File: src/rtl/kmeans_scheduler.sv
// Iteration controller for the K-means engine: validates the run configuration,
// loads initial centroids, then alternates assignment passes and centroid updates.
module kmeans_scheduler #(
    parameter int NCORES = 16,
    parameter int PW     = 16,
    parameter int IW     = 8
) (
    input  logic              clk,
    input  logic              rst_n,
    input  logic              start,
    input  logic              abort,
    input  logic [4:0]        k,
    input  logic [PW-1:0]     num_points,
    input  logic [IW-1:0]     max_iter,
    input  logic [NCORES-1:0] core_en,
    output logic              cent_load_valid,
    output logic [3:0]        cent_load_sel,
    output logic [3:0]        cent_load_idx,
    input  logic              cent_load_ready,
    output logic              pt_valid,
    output logic [PW-1:0]     pt_addr,
    input  logic              pt_ready,
    input  logic [NCORES-1:0] core_done,
    output logic              assign_commit,
    input  logic              point_changed,
    output logic              upd_start,
    input  logic              upd_done,
    output logic              busy,
    output logic              done,
    output logic              converged,
    output logic [IW-1:0]     iter_count,
    output logic              error
);

    localparam int SW = (NCORES > 1) ? $clog2(NCORES) : 1;

    typedef enum logic [3:0] {
        S_IDLE     = 4'd0,
        S_INIT     = 4'd1,
        S_PT_REQ   = 4'd2,
        S_PT_WAIT  = 4'd3,
        S_COMMIT   = 4'd4,
        S_UPD_REQ  = 4'd5,
        S_UPD_WAIT = 4'd6,
        S_CHECK    = 4'd7,
        S_DONE     = 4'd8
    } state_t;

    state_t            state_q, state_d;
    logic [4:0]        k_q, k_d;
    logic [PW-1:0]     np_q, np_d;
    logic [IW-1:0]     max_iter_q, max_iter_d;
    logic [NCORES-1:0] en_q, en_d;
    logic [SW-1:0]     scan_q, scan_d;
    logic [4:0]        load_cnt_q, load_cnt_d;
    logic [PW-1:0]     pt_addr_q, pt_addr_d;
    logic [IW-1:0]     iter_q, iter_d;
    logic              converged_q, converged_d;
    logic              any_changed_q, any_changed_d;
    logic              error_q, error_d;

    logic              cfg_bad_s;
    logic              start_ok_s;
    logic              scan_en_s;
    logic              load_last_s;
    logic              all_done_s;
    logic              last_pt_s;

    function automatic logic [4:0] popcount(input logic [NCORES-1:0] v);
        logic [4:0] c;
        c = 5'd0;
        for (int i = 0; i < NCORES; i++) begin
            c = c + {4'd0, v[i]};
        end
        return c;
    endfunction

    // Configuration screening and per-state conditions
    always_comb begin
        cfg_bad_s   = (k == 5'd0) || (k > 5'(NCORES)) || (num_points == '0) ||
                      (max_iter == '0) || (popcount(core_en) != k);
        start_ok_s  = start && !abort && !cfg_bad_s;
        scan_en_s   = en_q[scan_q];
        load_last_s = ((load_cnt_q + 5'd1) == k_q);
        all_done_s  = ((core_done & en_q) == en_q);
        last_pt_s   = (pt_addr_q == (np_q - PW'(1)));
    end

    // State register
    always_ff @(posedge clk) begin
        if (!rst_n) begin
            state_q <= S_IDLE;
        end else begin
            state_q <= state_d;
        end
    end

    // Next-state logic; abort overrides every transition
    always_comb begin
        state_d = state_q;
        case (state_q)
            S_IDLE: begin
                if (start_ok_s) state_d = S_INIT;
                else            state_d = S_IDLE;
            end
            S_INIT: begin
                if (scan_en_s && cent_load_ready && load_last_s) state_d = S_PT_REQ;
                else                                             state_d = S_INIT;
            end
            S_PT_REQ: begin
                if (pt_ready) state_d = S_PT_WAIT;
                else          state_d = S_PT_REQ;
            end
            S_PT_WAIT: begin
                if (all_done_s) state_d = S_COMMIT;
                else            state_d = S_PT_WAIT;
            end
            S_COMMIT: begin
                if (last_pt_s) state_d = S_UPD_REQ;
                else           state_d = S_PT_REQ;
            end
            S_UPD_REQ:  state_d = S_UPD_WAIT;
            S_UPD_WAIT: begin
                if (upd_done) state_d = S_CHECK;
                else          state_d = S_UPD_WAIT;
            end
            S_CHECK: begin
                if (!any_changed_q || (iter_q == max_iter_q)) state_d = S_DONE;
                else                                          state_d = S_PT_REQ;
            end
            S_DONE:  state_d = S_IDLE;
            default: state_d = S_IDLE;
        endcase
        if (abort) begin
            state_d = S_IDLE;
        end else begin
            state_d = state_d;
        end
    end

    // Datapath registers
    always_ff @(posedge clk) begin
        if (!rst_n) begin
            k_q           <= 5'd0;
            np_q          <= '0;
            max_iter_q    <= '0;
            en_q          <= '0;
            scan_q        <= '0;
            load_cnt_q    <= 5'd0;
            pt_addr_q     <= '0;
            iter_q        <= '0;
            converged_q   <= 1'b0;
            any_changed_q <= 1'b0;
            error_q       <= 1'b0;
        end else begin
            k_q           <= k_d;
            np_q          <= np_d;
            max_iter_q    <= max_iter_d;
            en_q          <= en_d;
            scan_q        <= scan_d;
            load_cnt_q    <= load_cnt_d;
            pt_addr_q     <= pt_addr_d;
            iter_q        <= iter_d;
            converged_q   <= converged_d;
            any_changed_q <= any_changed_d;
            error_q       <= error_d;
        end
    end

    // Datapath next values
    always_comb begin
        k_d           = k_q;
        np_d          = np_q;
        max_iter_d    = max_iter_q;
        en_d          = en_q;
        scan_d        = scan_q;
        load_cnt_d    = load_cnt_q;
        pt_addr_d     = pt_addr_q;
        iter_d        = iter_q;
        converged_d   = converged_q;
        any_changed_d = any_changed_q;
        error_d       = 1'b0;
        case (state_q)
            S_IDLE: begin
                if (start && !abort) begin
                    if (cfg_bad_s) begin
                        error_d = 1'b1;
                    end else begin
                        k_d           = k;
                        np_d          = num_points;
                        max_iter_d    = max_iter;
                        en_d          = core_en;
                        scan_d        = '0;
                        load_cnt_d    = 5'd0;
                        pt_addr_d     = '0;
                        iter_d        = '0;
                        converged_d   = 1'b0;
                        any_changed_d = 1'b0;
                    end
                end else begin
                    error_d = 1'b0;
                end
            end
            S_INIT: begin
                // Disabled cores are skipped at one per cycle; enabled ones wait for ready
                if (!scan_en_s) begin
                    scan_d = scan_q + SW'(1);
                end else if (cent_load_ready) begin
                    scan_d     = scan_q + SW'(1);
                    load_cnt_d = load_cnt_q + 5'd1;
                end else begin
                    scan_d = scan_q;
                end
            end
            S_COMMIT: begin
                any_changed_d = any_changed_q | point_changed;
                if (!last_pt_s) pt_addr_d = pt_addr_q + PW'(1);
                else            pt_addr_d = pt_addr_q;
            end
            S_UPD_WAIT: begin
                if (upd_done) iter_d = iter_q + IW'(1);
                else          iter_d = iter_q;
            end
            S_CHECK: begin
                if (!any_changed_q) begin
                    converged_d = 1'b1;
                end else if (iter_q == max_iter_q) begin
                    converged_d = 1'b0;
                end else begin
                    any_changed_d = 1'b0;
                    pt_addr_d     = '0;
                end
            end
            default: begin
                error_d = 1'b0;
            end
        endcase
        if (abort && (state_q != S_IDLE)) begin
            converged_d = 1'b0;
        end else begin
            converged_d = converged_d;
        end
    end

    // Output decode
    always_comb begin
        cent_load_valid = 1'b0;
        cent_load_sel   = 4'd0;
        cent_load_idx   = 4'd0;
        pt_valid        = 1'b0;
        assign_commit   = 1'b0;
        upd_start       = 1'b0;
        done            = 1'b0;
        busy            = (state_q != S_IDLE);
        pt_addr         = pt_addr_q;
        iter_count      = iter_q;
        converged       = converged_q;
        error           = error_q;
        case (state_q)
            S_INIT: begin
                if (scan_en_s) begin
                    cent_load_valid = 1'b1;
                    cent_load_sel   = 4'(scan_q);
                    cent_load_idx   = load_cnt_q[3:0];
                end else begin
                    cent_load_valid = 1'b0;
                end
            end
            S_PT_REQ:  pt_valid      = 1'b1;
            S_COMMIT:  assign_commit = 1'b1;
            S_UPD_REQ: upd_start     = 1'b1;
            S_DONE:    done          = 1'b1;
            default:   done          = 1'b0;
        endcase
    end

endmodule

File: config.mk
export PLATFORM = sky130hd
export DESIGN_NAME = kmeans_scheduler
export DESIGN_NICKNAME = d
export VERILOG_FILES = /design/src/rtl/kmeans_scheduler.sv
export SDC_FILE = /design/constraint.sdc
export NUM_CORES = 1
export LEC_CHECK = 0
export CAP_MARGIN = 20
export CORE_ASPECT_RATIO = 1.2
export CORE_MARGIN = 2
export CORE_UTILIZATION = 25
export DETAILED_ROUTE_END_ITERATION = 8
export DONT_BUFFER_PORTS = 1
export GPL_ROUTABILITY_DRIVEN = 0
export PLACE_DENSITY = 0.51
export SETUP_SLACK_MARGIN = 0.2
export SLEW_MARGIN = 20
export SYNTH_ARGS = -nofsm -noshare
export SYNTH_HDL_FRONTEND = slang
export SYNTH_SLANG_ARGS = --single-unit
File: constraint.sdc
create_clock -name clk -period 6.9 [get_ports clk]
set_input_delay 1.725 -clock clk [delete_from_list [all_inputs] [get_ports clk]]
set_output_delay 1.725 -clock clk [all_outputs]
set_load 0.05 [all_outputs]
# [Yosys cells after proc, flatten, opt, wreduce, memory -nomap -nowiden]
# Index checks and enable logic that the tools add are counted.
[word_totals] output_inout_bits=40 ff_bits=85 elab_cells=142
[classes] bitwise_logic=4 n_reduce_logical=32 muxes=49 magnitude_cmp=2 add_sub_neg=20 n_eq_ne=23
[op_table] op="$mux 16" count=5
[op_table] op="$add 5x1->5" count=11
[op_table] op="$pmux 16 s3" count=1
[op_table] op="$mux 4" count=9
[op_table] op="$eq 16x16->1" count=2
[op_table] op="$pmux 4 s8" count=1
[op_table] op="$mux 8" count=3
[op_table] op="$mux 5" count=4
[op_table] op="$mux 1" count=17
[op_table] op="$add 16x1->16 const B" count=1
[op_table] op="$and 16x16->16" count=1
[op_table] op="$eq 4x3->1 const B" count=4
[op_table] op="$logic_not 16->1" count=1
[op_table] op="$ne 2x2->1 const B" count=8
[op_table] op="$pmux 8 s2" count=1
[op_table] op="$sub 16x1->16 const B" count=1
[op_table] op="$reduce_and 4->1" count=3
[op_table] op="$pmux 5 s2" count=1
[op_table] op="$reduce_and 3->1" count=3
[op_table] op="$add 8x1->8 const B" count=1
[op_table] op="$eq 4x2->1 const B" count=2
[op_table] op="$eq 8x8->1" count=1
[op_table] op="$logic_not 8->1" count=1
[op_table] op="$pmux 4 s2" count=1
[op_table] op="31 further kinds" count=47

# [Longest topological paths before layout]
# Gate-level depths: netlist of run 1.
[logic_depth] depth_word=21 mapped_depth=21

# [Worst setup path after synthesis of run 1]
# OpenSTA, ideal clock, no wires.
[synth_timing] path_kind="in2reg" startpoint="in core_en[5]" endpoint="reg pt_addr_q[13] (netlist: pt_addr[13])" t_arrival_ps=6526 setup_slack_ps=305 required_ps=6831 setup_ps=69 cell_stages=20 cell_sequence="inv_1 fa_1 inv_1 fa_1 fa_1 inv_1 fa_1 inv_1 ha_1 fa_1 xor2_1 a211oi_1 nand4_1 o21bai_1 and2_0 clkbuf_1 a21o_1 buf_2 or4_1 a21oi_2"
[synth_via] elab_chain_cells=15
[synth_rtl] element="from (decl)" line="15" source="input logic [NCORES-1:0] core_en,"
[synth_rtl] element="$add 5x1->5 (11 in series)" line="73" source="c = c + {4'd0, v[i]};"
[synth_rtl] element="$ne 5x5->1" line="81" source="(max_iter == '0) || (popcount(core_en) != k);"
[synth_rtl] element="$logic_or 1x1->1" line="81"
[synth_rtl] element="$ne 2x2->1 (no source line)"
[synth_rtl] element="$reduce_and 6->1 (no source line)"
[synth_rtl] element="to (signal assigned)" line="162" source="pt_addr_q <= pt_addr_d;"
[synth_rtl] element="to (decl)" line="56" source="logic [PW-1:0] pt_addr_q, pt_addr_d;"
# Every way passes these cells.
# A chain may end at the register's enable or synchronous reset.

# [Worst setup path in the final report of run 1]
[layout_timing] startpoint="in core_en[5]" endpoint="reg pt_addr_q[11] (netlist: pt_addr[11])"
# Same word-level chain as after synthesis.

==> results of run 1 <==
## flip-flops by register name (all words and copies together), names as in the netlist, 4 cells and up
register,flops
en_q,16
np_q,16
max_iter_q,8
pt_addr,16
state_q,4
iter_count,8
scan_q,4
k_q,5
load_cnt_q,5
## worst min path at each step
stage	from	slack [ps]	end
3_3_place_gp	load_cnt_q[4]$_SDFFE_PN0P_	480	load_cnt_q[4]$_SDFFE_PN0P_
2_1_floorplan	load_cnt_q[4]$_SDFFE_PN0P_	480	load_cnt_q[4]$_SDFFE_PN0P_
5_1_grt	load_cnt_q[4]$_SDFFE_PN0P_	540	load_cnt_q[4]$_SDFFE_PN0P_
3_5_place_dp	load_cnt_q[4]$_SDFFE_PN0P_	490	load_cnt_q[4]$_SDFFE_PN0P_
4_1_cts	load_cnt_q[4]$_SDFFE_PN0P_	510	load_cnt_q[4]$_SDFFE_PN0P_
6_report	load_cnt_q[4]$_SDFFE_PN0P_	510	load_cnt_q[4]$_SDFFE_PN0P_
## cell usage in the layout (no fill, tap or decap), drive strengths merged, types with 4 or more instances in the layout
cell     synthesis  routed
nor4            16      16
xnor2           16      16
ha              10      10
nand4b           4       4
o21ai           13      13
nor3             4       4
or3              6       6
clkbuf          23       9
nand3           24      24
inv             42      46
buf             12      11
o211ai           4       4
nand2           19      19
mux2i           45      45
nor2            82      82
a211oi           4       4
or4             13      13
or4b             4       4
o22ai            5       5
nor3b            4       4
fa              10      10
a21oi           42      42
and3            17      17
nand4           12      12
and2             6       6
dfxtp           85      85
nand2b           8       8
o31ai           10      10
mux4             4       4
nand3b           7       7
xor2            25      25
nor2b            7       7
o2111ai          5       5
a2111oi          4       4
## power by group through the flow
stage | Combinational [mW] | Clock [mW] | Sequential (mW)
after global routing | 0.355 | 0.553 | 0.518
final | 0.310 | 0.517 | 0.516
after CTS | 0.307 | 0.529 | 0.517
after floorplan | 0.236 | 0 | 0.522
after global placement | 0.298 | 0 | 0.528
after detailed placement | 0.304 | 0 | 0.528
## critical path: stages
cell      delay, ps
inv_1            40
fa_1            530
inv_1            50
fa_1            460
fa_1            510
inv_1            50
fa_1            470
inv_1            40
ha_1            200
fa_1            390
xor3_1          240
a41oi_2         260
nand4_1         130
o21bai_1        180
and2_0          280
a21o_2          420
or4_1           540
a21oi_2         150
## cell families (layout without fill, tap and decap cells)
kind of cell               count (synthesis)  after routing  share of synthesized area, %
buffers and inverters                     77             69                          6.37
other                                      0              1                             0
muxes                                     50             50                          10.3
and+or+nand+nor                          241            241                          24.6
DFF                                       85             85                          31.6
AOI/OAI and AO/OA                        112            112                          14.0
adders and majority gates                 20             20                          6.05
xor gates and xnor gates                  42             42                          7.12
## layout make-up
class	instances	area, sq um
fill	2261	15100
clock inverter	7	81.3
sequential	85	1700
tap	270	338
multi-input combinational	465	3360
antenna	1	2.50
inverter	42	158
timing repair buffer	11	82.6
clock buffer	9	225
## metal layers
layer  global-route usage [%]  vias to the layer above
met1                     16.8                     2079
met2                     23.9                      120
met3                     4.94                       11
met4                     3.62                        2
met5                        0                        -
li1                         -                     2239
==> flow_metrics.env, run 1 <==
export IMPL_async_flop_share_pct=0
export IMPL_drv_slew=0
export IMPL_synth_common_cells="85 x dfxtp_1, 82 x nor2_1, 45 x mux2i_1"
export IMPL_routed_wl_um=15900
export IMPL_switchingPower_mw=0.418
export IMPL_worst_slew_pin_transition_ps=970
export IMPL_cp_arrival_ps=6680
export IMPL_cts_resized=0
export IMPL_place_area_sq_mm=0.00563
export IMPL_total_power_mw=1.34
export IMPL_wl_met3_um=1220
export IMPL_ys_types=67
export IMPL_synth_top_cell_by_area="dfxtp_1"
export IMPL_netlist_instances=627
export IMPL_wire_per_inst_um=17.8
export IMPL_fin_setup_tns_ps=0
export IMPL_reg2reg_slack_ps=3570
export IMPL_rows=58
export IMPL_critPathLaunchType="input port"
export IMPL_p_int_mw=0.925
export IMPL_setup_ws_ps=514
export IMPL_wl_met1_um=6790
export IMPL_cp_required_ps=7190
export IMPL_nets=703
export IMPL_io_pin_count=109
export IMPL_htreeDepth=3
export IMPL_via_count=4451
export IMPL_drive_above_1_share_pct=8.56
export IMPL_cts_tree="yes"
export IMPL_setup_viol=0
export IMPL_cp_max_fo=26
export IMPL_cts_hold_buffers=0
export IMPL_fin_skew_ps=14.3
export IMPL_fin_area_sq_mm=0.00595
export IMPL_ys_ff_latch=85
export IMPL_chipHeight_um=165
export IMPL_fmax_ghz=0.157
export IMPL_post_place_ws_ps=-32.3
export IMPL_core_area_sq_mm=0.0210
export IMPL_crit_end="pt_addr[11]$_SDFFE_PN0P_"
export IMPL_synth_edf_count=0
export IMPL_design_die_area_sq_mm=0.0227
export IMPL_highest_layer="met5"
export IMPL_grt_pass1_vias=4369
export IMPL_crit_path_end_kind="register"
export IMPL_die_w_um=138
export IMPL_grt_usage_pct=14.1
export IMPL_worstReg2RegEnd="pt_addr[11]$_SDFFE_PN0P_"
export IMPL_grt_pass1_wl_um=24300
export IMPL_clockBufferDepth=2
export IMPL_ant_nets=0
export IMPL_yosysWarnings=0
export IMPL_postCtsSetupRepairBufs=0
export IMPL_drt_pass1_iter_count=4
export IMPL_yosys_top_cells_area="dfxtp_1 32%, mux2i_1 8.4%, nor2_1 5.7%"
export IMPL_critPathLaunch="core_en[5]"
export IMPL_ys_seq_area_share_pct=31.6
export IMPL_reg2reg_from="pt_addr[5]$_SDFFE_PN0P_"
export IMPL_period_needed_ps=6390
export IMPL_swShare_pct=31.1
export IMPL_vias_per_cell=5.00
export IMPL_synth_top_area_share_pct=31.6
export IMPL_clk_latency_ps=350
export IMPL_grt_max_degree=57
export IMPL_hold_ws_ps=509
export IMPL_area_delta_synth_final_pct=10.6
export IMPL_drc=0
export IMPL_numCtsBuffers=9
export IMPL_ir_drop_uv=116
export IMPL_utilization_pct=28.3
export IMPL_maxCapViolations=0
export IMPL_portBuffers=0
export IMPL_final_hold_violation_count=0
export IMPL_drt_iter0_drc=218
export IMPL_period_share_pct=92.6
export IMPL_start_util_pct=25.6
export IMPL_status="complete, no violations"
export IMPL_rsz0062_at_grt="no"
export IMPL_dp_cells=873
export IMPL_path_class="input port to register"
export IMPL_cts_sinks=85
export IMPL_worstRegToRegCells=8
export IMPL_p_clk_share_pct=38.5
export IMPL_hold_path_class="register to register"
export IMPL_final_cells=890
export IMPL_antenna_found_initial=2
export IMPL_power_density_mw_per_mm2=226
export IMPL_syn_cell_area_sq_mm=0.00538
export IMPL_relSlewSlack_pct=35.1
export IMPL_dr_wl_met2_um=7600
export IMPL_overflow=0
export IMPL_p_leak_nw=2.14
export IMPL_syn_num_nets=716
export IMPL_clk_pin_slew_ps=80
export IMPL_pwr_share_comb_pct=23.1
export IMPL_hpwlAfterDp_um=12200
export IMPL_synth_most_common_cell="dfxtp_1"
export IMPL_synth_flop_cell="dfxtp_1"
export IMPL_clockRootBuffer="clkbuf_16"
export IMPL_avgSynthCellArea_sq_um=8.58
export IMPL_hold_depth=2
export IMPL_seqPwrFrac_pct=38.4
(Power assumes the default switching activity.)
==> run 2, diff against run 1 <==
--- a/config.mk
+++ b/config.mk
@@ -13,6 +13,7 @@
 export DONT_BUFFER_PORTS = 1
 export GPL_ROUTABILITY_DRIVEN = 0
 export PLACE_DENSITY = 0.51
+export REMOVE_ABC_BUFFERS = 1
 export SETUP_SLACK_MARGIN = 0.2
 export SLEW_MARGIN = 20
 export SYNTH_ARGS = -nofsm -noshare
==> run 2 against run 1 <==
  * Combinational power rose by 3%
  * Routed wire length rose by 0.26%
  * Utilization rose by 0.083 points
  * Largest power group is now sequential cells
==> flow_metrics.env, run 2 (synthesis results as in run 1) <==
export IMPL_status="complete, no violations"
export IMPL_vias_per_cell=5.04
export IMPL_portBuffers=0
export IMPL_drt_iter0_drc=205
export IMPL_critPathLaunch="core_en[5]"
export IMPL_hold_ws_ps=506
export IMPL_hold_path_class="register to register"
export IMPL_critPathSlowestCell="fa_1"
export IMPL_hpwlAfterDp_um=12200
export IMPL_area_delta_synth_final_pct=10.9
export IMPL_chipHeight_um=165
export IMPL_die_w_um=138
export IMPL_final_common_cell="dfxtp_1"
export IMPL_swShare_pct=29.3
export IMPL_clk_latency_ps=350
export IMPL_worst_slew_pin_transition_ps=1020
export IMPL_fmax_ghz=0.158
export IMPL_period_needed_ps=6320
export IMPL_nets=704
export IMPL_core_area_sq_mm=0.0210
export IMPL_clk_pin_slew_ps=60
export IMPL_pwr_share_comb_pct=23.7
export IMPL_htreeDepth=3
export IMPL_ir_drop_uv=112
export IMPL_routed_wl_um=15900
export IMPL_hp_start="load_cnt_q[4]$_SDFFE_PN0P_"
export IMPL_hold_depth=2
export IMPL_mostFrequentLayoutCells="85 x dfxtp_1, 82 x nor2_1, 45 x mux2i_1"
export IMPL_antenna_found_initial=1
export IMPL_total_power_mw=1.35
export IMPL_drv_slew=0
export IMPL_p_int_mw=0.955
export IMPL_numCtsBuffers=9
export IMPL_setup_ws_ps=579
export IMPL_worstRegToRegCells=8
export IMPL_relSlewSlack_pct=31.8
export IMPL_overflow=0
export IMPL_cp_max_fo=3
export IMPL_reg2reg_from="pt_addr[5]$_SDFFE_PN0P_"
export IMPL_crit_buf_inv=4
export IMPL_grt_pass1_vias=4360
export IMPL_rows=58
export IMPL_grt_max_degree=57
export IMPL_via_count=4487
export IMPL_maxCapViolations=0
export IMPL_setup_viol=0
export IMPL_worstPathCellList="inv_1 > fa_1 > inv_1 > fa_1 > fa_1 > inv_1 > fa_1 > inv_1 > ha_1 > fa_1 > xor2_1 > a211oi_1 > nand4_1 > o21bai_1 > and2_0 > a211oi_1 > or4b_1 > a21oi_1"
export IMPL_critPathLaunchType="input port"
export IMPL_p_leak_nw=2.15
export IMPL_cts_tree="yes"
export IMPL_seqPwrFrac_pct=38.3
export IMPL_fin_skew_ps=6.65
export IMPL_worstSetupPathDepth=18
export IMPL_post_place_ws_ps=102
export IMPL_switchingPower_mw=0.396
export IMPL_cp_required_ps=7190
export IMPL_slowest_delay_ps=530
export IMPL_cpLargestDelayFamily="adder cells"
export IMPL_place_area_sq_mm=0.00565
export IMPL_fin_area_sq_mm=0.00597
export IMPL_path_class="input port to register"
export IMPL_power_density_mw_per_mm2=226
export IMPL_clockBufferDepth=2
export IMPL_start_util_pct=25.6
export IMPL_postCtsSetupRepairBufs=0
export IMPL_design_die_area_sq_mm=0.0227
export IMPL_cts_hold_buffers=0
export IMPL_period_share_pct=91.6
export IMPL_ant_nets=0
export IMPL_drt_pass1_iter_count=4
export IMPL_grt_pass1_wl_um=24300
export IMPL_wire_per_inst_um=17.8
export IMPL_clockRootBuffer="clkbuf_16"
export IMPL_grt_usage_pct=14.1
export IMPL_drive_above_1_share_pct=8.55
export IMPL_io_pin_count=109
export IMPL_cts_resized=0
export IMPL_rsz0062_at_grt="no"
export IMPL_cts_sinks=85
export IMPL_drc=0
export IMPL_p_clk_share_pct=38.1
export IMPL_cp_arrival_ps=6610
export IMPL_worst_path_most_repeated_cell="fa_1"
export IMPL_final_hold_violation_count=0
export IMPL_crit_path_end_kind="register"
## run 2: area by class of cell
type | count | area, sq um
antenna | 1 | 2.50
sequential | 85 | 1700
inverter | 42 | 158
clock inverter | 4 | 45.0
multi-input combinational | 465 | 3350
fill | 2291 | 15100
tap | 270 | 338
timing repair buffer | 12 | 103
clock buffer | 12 | 267
## run 2: routing by layer
layer | routed length [um] | track usage (%) | vias to the layer above
met5 | 0 | 0 | -
met4 | 377 | 5.29 | 0
met3 | 1210 | 4.73 | 19
met2 | 7560 | 23.9 | 113
met1 | 6750 | 16.5 | 2128
li1 | - | - | 2227
## run 2: worst reg2reg max path, stage by stage, from the launching register on
cell	delay, ps
dfxtp_1	840
xnor2_1	200
nor3_1	230
or3b_1	380
a32oi_1	250
and4b_1	240
and3b_1	750
nor4_1	130
o21a_1	200
## run 2: power by group through the flow
stage | Clock (mW) | Sequential [mW] | Combinational [mW]
global route | 0.549 | 0.518 | 0.362
floorplan | 0 | 0.524 | 0.234
CTS | 0.533 | 0.517 | 0.322
detailed placement | 0 | 0.528 | 0.320
finish | 0.514 | 0.517 | 0.320
global placement | 0 | 0.528 | 0.320
## run 2: per-stage QoR
stage	utilization (%)	instances	TNS [ps]
finish	28.3	891	0
global route	28.3	890	0
CTS	28.3	890	0
detailed placement	26.8	874	0
global placement	26.8	874	0
floorplan	-	592	-137170
## run 2: final timing paths
check	endpoint	slack, ps
max reg2reg	pt_addr[15]$_SDFFE_PN0P_	3570
min reg2reg	load_cnt_q[4]$_SDFFE_PN0P_	510
max	pt_addr[12]$_SDFFE_PN0P_	580
min	load_cnt_q[4]$_SDFFE_PN0P_	510
==> run 3, diff against run 2 <==
--- a/config.mk
+++ b/config.mk
@@ -8,11 +8,12 @@
 export CAP_MARGIN = 20
 export CORE_ASPECT_RATIO = 1.2
 export CORE_MARGIN = 2
-export CORE_UTILIZATION = 25
+export CORE_UTILIZATION = 40
+export CTS_CLUSTER_DIAMETER = 50
 export DETAILED_ROUTE_END_ITERATION = 8
 export DONT_BUFFER_PORTS = 1
 export GPL_ROUTABILITY_DRIVEN = 0
-export PLACE_DENSITY = 0.51
+export PLACE_DENSITY = 0.67
 export REMOVE_ABC_BUFFERS = 1
 export SETUP_SLACK_MARGIN = 0.2
 export SLEW_MARGIN = 20
==> constraint.sdc (replaced) <==
create_clock -name clk -period 5.4 [get_ports clk]
set_input_delay 1.35 -clock clk [delete_from_list [all_inputs] [get_ports clk]]
set_output_delay 1.35 -clock clk [all_outputs]
set_load 0.05 [all_outputs]
==> run 3 against run 2 <==
  * Worst hold slack better by 6.9 ps
  * Sequential power up 28%
  * Worst setup slack got worse by 1000 ps
  * Cell area up 12%
  * Clock power up 22%
  * First-iteration DRC count increased by 64%
  * Routed wire length increased by 1.4%
  * The flow now finishes with violations (setup timing)
  * Sequential share of layout area shrank 3.0 points
  * Clock-buffer cell count is 1 lower
  * Clock skew is 2.4 ps higher
==> flow_metrics.env, run 3 (synthesis results as in run 1) <==
export IMPL_use_met2_pct=38.4
export IMPL_via_count=4959
export IMPL_worstReg2RegEnd="pt_addr[3]$_SDFFE_PN0P_"
export IMPL_setup_ws_ps=-432
export IMPL_cp_required_ps=5680
export IMPL_antenna_found_initial=1
export IMPL_fillerInstances=1185
export IMPL_htreeDepth=3
export IMPL_swShare_pct=30.3
export IMPL_total_power_mw=1.92
export IMPL_core_area_sq_mm=0.0132
export IMPL_maxCapViolations=0
export IMPL_crit_end="pt_addr[10]$_SDFFE_PN0P_"
export IMPL_fin_skew_ps=9.08
export IMPL_final_common_cell="dfxtp_1"
export IMPL_seqPwrFrac_pct=34.5
export IMPL_failed_checks="setup timing"
export IMPL_clk_pin_slew_ps=60
export IMPL_pwr_share_comb_pct=32.7
export IMPL_post_place_ws_ps=-1130
export IMPL_nets=744
export IMPL_power_density_mw_per_mm2=288
export IMPL_grt_pass1_vias=4833
export IMPL_die_w_um=110
export IMPL_multiInputGateArea_sq_mm=0.00370
export IMPL_vias_per_cell=5.98
export IMPL_clockRootBuffer="clkbuf_16"
export IMPL_ant_nets=0
export IMPL_grt_busiest_layer="met2"
export IMPL_chipHeight_um=131
export IMPL_clockBufferDepth=2
export IMPL_gr_usage_met3_pct=6.80
export IMPL_p_clk_share_pct=32.8
export IMPL_numCtsBuffers=9
export IMPL_drt_iter0_drc=337
export IMPL_crit_path_end_kind="register"
export IMPL_wire_per_inst_um=19.4
export IMPL_p_leak_nw=2.40
export IMPL_drv_slew=0
export IMPL_hold_path_class="register to register"
export IMPL_cts_sinks=85
export IMPL_grt_max_degree=38
export IMPL_cp_arrival_ps=6110
export IMPL_design_die_area_sq_mm=0.0144
export IMPL_rsz0062_at_grt="yes"
export IMPL_hpwlAfterDp_um=11300
export IMPL_final_hold_violation_count=0
export IMPL_fin_area_sq_mm=0.00666
export IMPL_path_class="input port to register"
export IMPL_grtUsageMet1_pct=23.2
export IMPL_utilization_pct=50.5
export IMPL_worst_slew_pin_transition_ps=1230
export IMPL_p_int_mw=1.33
export IMPL_mostFrequentLayoutCells="85 x dfxtp_1, 80 x nor2_1, 44 x mux2i_1"
export IMPL_setup_viol=79
export IMPL_cts_hold_buffers=0
export IMPL_status="complete, but fails checks"
export IMPL_start_util_pct=40.8
export IMPL_io_pin_count=109
export IMPL_routed_wl_um=16100
export IMPL_place_area_sq_mm=0.00567
export IMPL_cp_max_fo=5
export IMPL_drive_above_1_share_pct=21.4
export IMPL_critPathLaunch="core_en[11]"
export IMPL_drt_pass1_iter_count=7
export IMPL_drc=0
export IMPL_relSlewSlack_pct=17.9
export IMPL_cts_tree="yes"
export IMPL_grt_usage_pct=21.6
export IMPL_overflow=0
export IMPL_critPathLaunchType="input port"
export IMPL_hold_ws_ps=512
export IMPL_reg2reg_from="np_q[0]$_SDFFE_PN0P_"
export IMPL_rows=46
export IMPL_register_area_sq_mm=0.00170
export IMPL_period_share_pct=108
export IMPL_grt_pass1_wl_um=24000
export IMPL_area_delta_synth_final_pct=23.8
export IMPL_reg2reg_slack_ps=1770
export IMPL_ir_drop_uv=136
export IMPL_switchingPower_mw=0.581
export IMPL_fmax_ghz=0.171
export IMPL_clk_latency_ps=350
export IMPL_period_needed_ps=5830
export IMPL_worstRegToRegCells=9
export IMPL_portBuffers=0
## run 3: cell types whose count changed in the layout (fill, tap and decap cells not counted), sizes merged
cell / previous run / this run
inv: 42 / 43
clkinvlp: 0 / 2
a21o: 2 / 4
clkinv: 3 / 1
buf: 12 / 47
clkbuf: 12 / 14
## run 3: layer usage
layer,share of wire [%],up-vias
met5,0,-
li1,-,2317
met4,3.0,0
met1,37,2421
met3,7.9,40
met2,52,181
## run 3: metrics by stage
step / instances / TNS, ps
2_1_floorplan: 592 / -218160
3_3_place_gp: 786 / -61290
3_5_place_dp: 786 / -62410
4_1_cts: 819 / -10770
5_1_grt: 829 / -22980
6_report: 829 / -12890
## run 3: cell type report
class / instances / area share [%]
Multi-Input combinational cell: 467 / 55.5
Sequential cell: 85 / 25.6
Timing Repair Buffer: 50 / 8.81
Clock buffer: 11 / 3.65
Tap cell: 168 / 3.16
Inverter: 42 / 2.37
Clock inverter: 5 / 0.883
Antenna cell: 1 / 0.0376
## run 3: repair_timing
action | CTS | global route
endpoints found under the hold margin | 0 | 0
setup endpoints to repair | 81 | 81
pin swaps | 17 | 19
gates resized for setup | 48 | 44
buffers inserted | 12 | 6
cloned | 5 | 3
## run 3: how the worst min path moves through the flow
stage,from,to,slack [ps],depth (start not counted)
detailed placement,load_cnt_q[4]$_SDFFE_PN0P_,load_cnt_q[4]$_SDFFE_PN0P_,500,2
global route,load_cnt_q[4]$_SDFFE_PN0P_,load_cnt_q[4]$_SDFFE_PN0P_,520,2
global placement,load_cnt_q[4]$_SDFFE_PN0P_,load_cnt_q[4]$_SDFFE_PN0P_,490,2
floorplan,en_q[5]$_SDFFE_PN0P_,en_q[5]$_SDFFE_PN0P_,480,2
finish,load_cnt_q[4]$_SDFFE_PN0P_,load_cnt_q[4]$_SDFFE_PN0P_,510,2
CTS,load_cnt_q[4]$_SDFFE_PN0P_,load_cnt_q[4]$_SDFFE_PN0P_,510,2
## run 3: power groups by stage
stage	sequential, mW	clock (mW)	combinational, mW
after CTS	0.661	0.634	0.577
after global routing	0.663	0.661	0.680
after global placement	0.674	0	0.475
after detailed placement	0.675	0	0.489
after floorplan	0.669	0	0.299
final	0.662	0.628	0.626
## run 3: worst max-delay path, stage by stage
cell      delay [ps]
fa_1             560
inv_1             60
fa_1             470
inv_1             50
fa_1             500
inv_2             40
fa_1             430
inv_1             70
ha_2             180
fa_2             430
xor2_1           180
a211oi_1         220
buf_4            150
buf_4            100
nand4b_1         120
and2_4           230
a211oi_2         210
buf_4            160
or4b_4           450
a21oi_2          130
